==> config.mk <==
export PLATFORM = sky130hd
export DESIGN_NAME = pwm_deadtime_gate_stage
export DESIGN_NICKNAME = d
export VERILOG_FILES = /design/src/rtl/pwm_deadtime_gate_stage.sv
export SDC_FILE = /design/constraint.sdc
export NUM_CORES = 1
export LEC_CHECK = 0
export CAP_MARGIN = 30
export CORE_UTILIZATION = 53
export DETAILED_ROUTE_END_ITERATION = 8
export PLACE_DENSITY = 0.77
export REMOVE_ABC_BUFFERS = 1
export SYNTH_ARGS = -nofsm -noshare
export SYNTH_HDL_FRONTEND = slang
export SYNTH_SLANG_ARGS = --single-unit
==> constraint.sdc <==
create_clock -name wb_clk_i -period 1.9 [get_ports wb_clk_i]
set_input_delay 0.38 -clock wb_clk_i [delete_from_list [all_inputs] [get_ports wb_clk_i]]
set_output_delay 0.38 -clock wb_clk_i [all_outputs]
set_load 0.01 [all_outputs]
==> src/rtl/pwm_deadtime_gate_stage.sv <==
// Complementary gate stage: one break-before-make FSM per PWM channel, plus a latched over-current fault.
// Optional macro FAULT_FILTER_EN requires FILT_CYCLES consecutive fault samples before the fault latches.
module pwm_deadtime_gate_stage #(
  parameter int NCH         = 4,
  parameter int DT_W        = 8,
  parameter int FILT_CYCLES = 4
) (
  input  logic            wb_clk_i,
  input  logic            wb_rst_ni,
  input  logic            enable_i,
  input  logic [NCH-1:0]  pwm_i,
  input  logic [DT_W-1:0] dead_time_i,
  input  logic            fault_i,
  input  logic            fault_clr_i,
  output logic [NCH-1:0]  gate_hs_o,
  output logic [NCH-1:0]  gate_ls_o,
  output logic            fault_o,
  output logic            irq_o
);

  typedef enum logic [2:0] {
    ST_IDLE  = 3'd0,
    ST_DT_HS = 3'd1,
    ST_HS    = 3'd2,
    ST_DT_LS = 3'd3,
    ST_LS    = 3'd4
  } state_e;

  state_e          state_q [NCH];
  state_e          state_d [NCH];
  logic [DT_W-1:0] cnt_q   [NCH];
  logic [DT_W-1:0] cnt_d   [NCH];

  logic fault_q, fault_d;
  logic irq_q, irq_d;
  logic fault_now;
  logic run;

`ifdef FAULT_FILTER_EN
  localparam int FW = $clog2(FILT_CYCLES + 1);
  localparam logic [FW-1:0] FILT_MAX = FW'(FILT_CYCLES);
  localparam logic [FW-1:0] FILT_THR = FW'(FILT_CYCLES - 1);

  logic [FW-1:0] filt_q, filt_d;

  // Consecutive-sample counter; the current sample completes the run when the count already sits at FILT_CYCLES-1.
  always_comb begin
    filt_d = '0;
    if (fault_i) begin
      filt_d = (filt_q == FILT_MAX) ? FILT_MAX : filt_q + 1'b1;
    end
  end

  assign fault_now = fault_i && (filt_q >= FILT_THR);

  always_ff @(posedge wb_clk_i) begin
    if (!wb_rst_ni) begin
      filt_q <= '0;
    end else begin
      filt_q <= filt_d;
    end
  end
`else
  logic unused_filt;

  assign fault_now   = fault_i;
  assign unused_filt = (FILT_CYCLES > 0);
`endif

  // A fresh fault always beats a simultaneous clear request.
  always_comb begin
    fault_d = fault_q;
    irq_d   = 1'b0;
    if (fault_now) begin
      fault_d = 1'b1;
      irq_d   = ~fault_q;
    end else if (fault_clr_i && !fault_i && fault_q) begin
      fault_d = 1'b0;
    end
  end

  assign run = enable_i & ~fault_q & ~fault_now;

  always_comb begin
    for (int c = 0; c < NCH; c++) begin
      state_d[c] = state_q[c];
      cnt_d[c]   = cnt_q[c];
      if (!run) begin
        state_d[c] = ST_IDLE;
      end else begin
        unique case (state_q[c])
          ST_IDLE: begin
            cnt_d[c]   = dead_time_i;
            state_d[c] = pwm_i[c] ? ST_DT_HS : ST_DT_LS;
          end
          ST_DT_HS: begin
            if (!pwm_i[c]) begin
              state_d[c] = ST_DT_LS;
              cnt_d[c]   = dead_time_i;
            end else if (cnt_q[c] == '0) begin
              state_d[c] = ST_HS;
            end else begin
              cnt_d[c] = cnt_q[c] - 1'b1;
            end
          end
          ST_HS: begin
            if (!pwm_i[c]) begin
              state_d[c] = ST_DT_LS;
              cnt_d[c]   = dead_time_i;
            end
          end
          ST_DT_LS: begin
            if (pwm_i[c]) begin
              state_d[c] = ST_DT_HS;
              cnt_d[c]   = dead_time_i;
            end else if (cnt_q[c] == '0) begin
              state_d[c] = ST_LS;
            end else begin
              cnt_d[c] = cnt_q[c] - 1'b1;
            end
          end
          ST_LS: begin
            if (pwm_i[c]) begin
              state_d[c] = ST_DT_HS;
              cnt_d[c]   = dead_time_i;
            end
          end
          default: begin
            state_d[c] = ST_IDLE;
          end
        endcase
      end
    end
  end

  always_ff @(posedge wb_clk_i) begin
    if (!wb_rst_ni) begin
      for (int c = 0; c < NCH; c++) begin
        state_q[c] <= ST_IDLE;
        cnt_q[c]   <= '0;
      end
      fault_q <= 1'b0;
      irq_q   <= 1'b0;
    end else begin
      for (int c = 0; c < NCH; c++) begin
        state_q[c] <= state_d[c];
        cnt_q[c]   <= cnt_d[c];
      end
      fault_q <= fault_d;
      irq_q   <= irq_d;
    end
  end

  // Gates decode straight from registered state so they cannot glitch or overlap.
  always_comb begin
    gate_hs_o = '0;
    gate_ls_o = '0;
    for (int c = 0; c < NCH; c++) begin
      gate_hs_o[c] = (state_q[c] == ST_HS);
      gate_ls_o[c] = (state_q[c] == ST_LS);
    end
  end

  assign fault_o = fault_q;
  assign irq_o   = irq_q;

endmodule

==> flow_summary.toml <==
[timing]
slew_headroom_pct = 69.4
worst_pin_slew_ns = 0.455
hold_viol_final = 0
rsz0062_at_grt = "yes"
setup_violations = 0
timing.final.crit_share_pct = 98.1
max_freq_mhz = 537
setup_tns_ns = 0
period_needed_ns = 1.86
drv_slew = 0
fin_worst_skew_ns = 0.0183

[synthesis]
synth_seq_area_share_pct = 29.4
synth_ff_type = "dfxtp_1"
ys_async_sr_fraction_pct = 0
synth_cells = 386
syn_avg_cell_area_um2 = 8.12
synth_edf_count = 0
ys_seq_elements = 46
synthesis.area_um2 = 3130
synth_warnings = 0
synth_cell_types = 65

[detailed_routing]
drt_first_pass_iters = 5
drt_iter0_drc = 425
drc_errors = 0
wl_per_cell_um = 18.0
antenna_left = 0
wl_um = 10000
vias_per_cell = 6.50
via_count = 3628

[layout]
area_growth_pct = 36.6
multiInputGateArea_um2 = 2150
seqCellArea_um2 = 935
layout.nets = 509
final_cell_mix = "buf_4, dfxtp_1, nand2_1, a21oi_1, clkdlybuf4s50_1"
fillers = 408
diodes = 0
utilization_pct = 76.3
layout_commonest_cell = "buf_4"
drive_gt1_share_pct = 29.0

[place]
hpwl_um = 6880
gp_congestion = 0.917
port-buffer-count = 26

[clock_tree]
htree_levels = 2
clock_sinks = 46
clk_pin_slew_ns = 0.10
cts_max_path_buffers = 2
cts_buffers = 5
holdBufCountCts = 0
cts_tree = "done"
clock-root-buffer = "clkbuf_8"
clock_latency_ns = 0.31

[setup_path]
startpoint = "cnt_q[1][0]$_SDFFE_PN0P_"
r2r_start = "cnt_q[1][0]$_SDFFE_PN0P_"
crit_type = "flop to flop"
arrival_ns = 2.05
cp_max_fo = 5
critPathCaptureType = "flop"
critPathLaunchType = "flop"
required_ns = 2.09

[die]
initial_core_util_pct = 55.9
dieArea_um2 = 6220
coreArea_um2 = 5610
ios = 27
die_height_um = 78.9
fp-row-count = 27
die_w_um = 78.9

[grt]
grt_pass1_vias = 3445
grt_max_degree = 29
gr-usage-all-layers_pct = 32.3
grt_pass1_wl_um = 15900
overflow = 0
antenna_found_initial = 0

[hold_path]
hold_path_class = "flop to flop"
worstHoldStart = "fault_o$_SDFFE_PN0P_"

[power_and_ir_drop]
vdd_drop_max_uv = 495
cellLeakagePower_uw = 0.00185
power.density_nw_per_um2 = 584

[outcome]
status = "finished, final reports clean"

[job]
drv_cap = 0
path summary, 6_finish.rpt:
check,to,slack (ns),depth (start not counted)
setup / recovery,cnt_q[1][1]$_SDFFE_PN0P_,0.04,7
setup reg to reg,cnt_q[1][1]$_SDFFE_PN0P_,0.04,7
hold / removal,irq_o$_SDFF_PN0_,0.46,1
hold reg to reg,irq_o$_SDFF_PN0_,0.46,1
critical path, cell delays in order (launching register included):
cell	delay (ns)
dfxtp_2	0.34
inv_2	0.08
ha_4	0.14
or4b_4	0.50
o211ai_1	0.20
buf_4	0.18
a2bb2oi_2	0.20
o32ai_2	0.11
cell families (layout without fill, tap and decap cells):
logic type | Yosys count | count (layout) | synth area share [%]
xor gates and xnor gates | 6 | 6 | 1.68
and+or+nand+nor | 140 | 140 | 25.3
DFF | 46 | 46 | 29.4
muxes | 9 | 9 | 3.04
buffers and inverters | 40 | 140 | 5.95
adders and majority gates | 7 | 7 | 2.80
AOI/OAI and AO/OA | 138 | 138 | 31.9
power by group:
part	internal, uW	switching [uW]	total [uW]
clock network	334	371	705
logic	372	375	747
registers	1010	44.0	1050
Yosys cell counts, drive strengths merged, types with 5 or more instances:
cell type	n	area (um2)
dfxtp	46	921
nand2	32	120
a21oi	25	125
inv	18	67.6
nor3	18	90.1
o21ai	16	80.1
clkbuf	15	77.6
nor2	15	56.3
o32ai	14	123
o21a	11	82.6
a211oi	10	80.1
nand3	10	50.1
nand2b	9	56.3
o22ai	9	56.3
nor3b	8	60.1
buf	7	41.3
ha	7	87.6
nor2b	7	43.8
nor4	7	43.8
or3	7	43.8
a22oi	6	45.0
o211ai	6	50.1
mux2i	5	50.1
nor4b	5	43.8
metrics by stage:
step           instances  total power [uW]  hold slack (ns)  worst slack [ns]  area [um2]
3_3_place_gp         542              1720            0.429            -0.234        3970
3_5_place_dp         542              1740            0.434            -0.304        3970
6_report             558              2500            0.464            0.0363        4280
5_1_grt              558              2610            0.503           -0.0206        4280
4_1_cts              553              2440            0.449           0.00150        4130
2_1_floorplan        364              1420            0.451            -0.207        3010
metal layers:
| metal | vias up | part of all wire (%) | global-route usage, % |
|---|---|---|---|
| met5 | - | 0 | 0 |
| met4 | 0 | 5.1 | 14.7 |
| met3 | 54 | 7.2 | 5.06 |
| met2 | 186 | 47 | 56.0 |
| met1 | 1700 | 40 | 39.2 |
| li1 | 1688 | - | - |
timing repair:
item | in CTS | in global routing
endpoints found under the setup margin | 20 | 29
gates cloned | 0 | 1
pin swaps | 5 | 6
resized for setup | 17 | 31
setup buffers | 3 | 5
endpoints found under the hold margin | 0 | 0
flip-flops by register name, summed over array words and instances, names as in the netlist:
name	cells
cnt_q	32
state_q	12
fault_o	1
irq_o	1
final cells by class:
type / count / area share, %
clock buffer: 7 / 2.25
sequential: 46 / 21.8
tap: 72 / 2.10
timing repair buffer: 114 / 21.7
inverter: 18 / 1.58
multi-input combinational: 300 / 50.3
clock inverter: 1 / 0.205
Note: power is estimated with default switching activity, not from simulation.
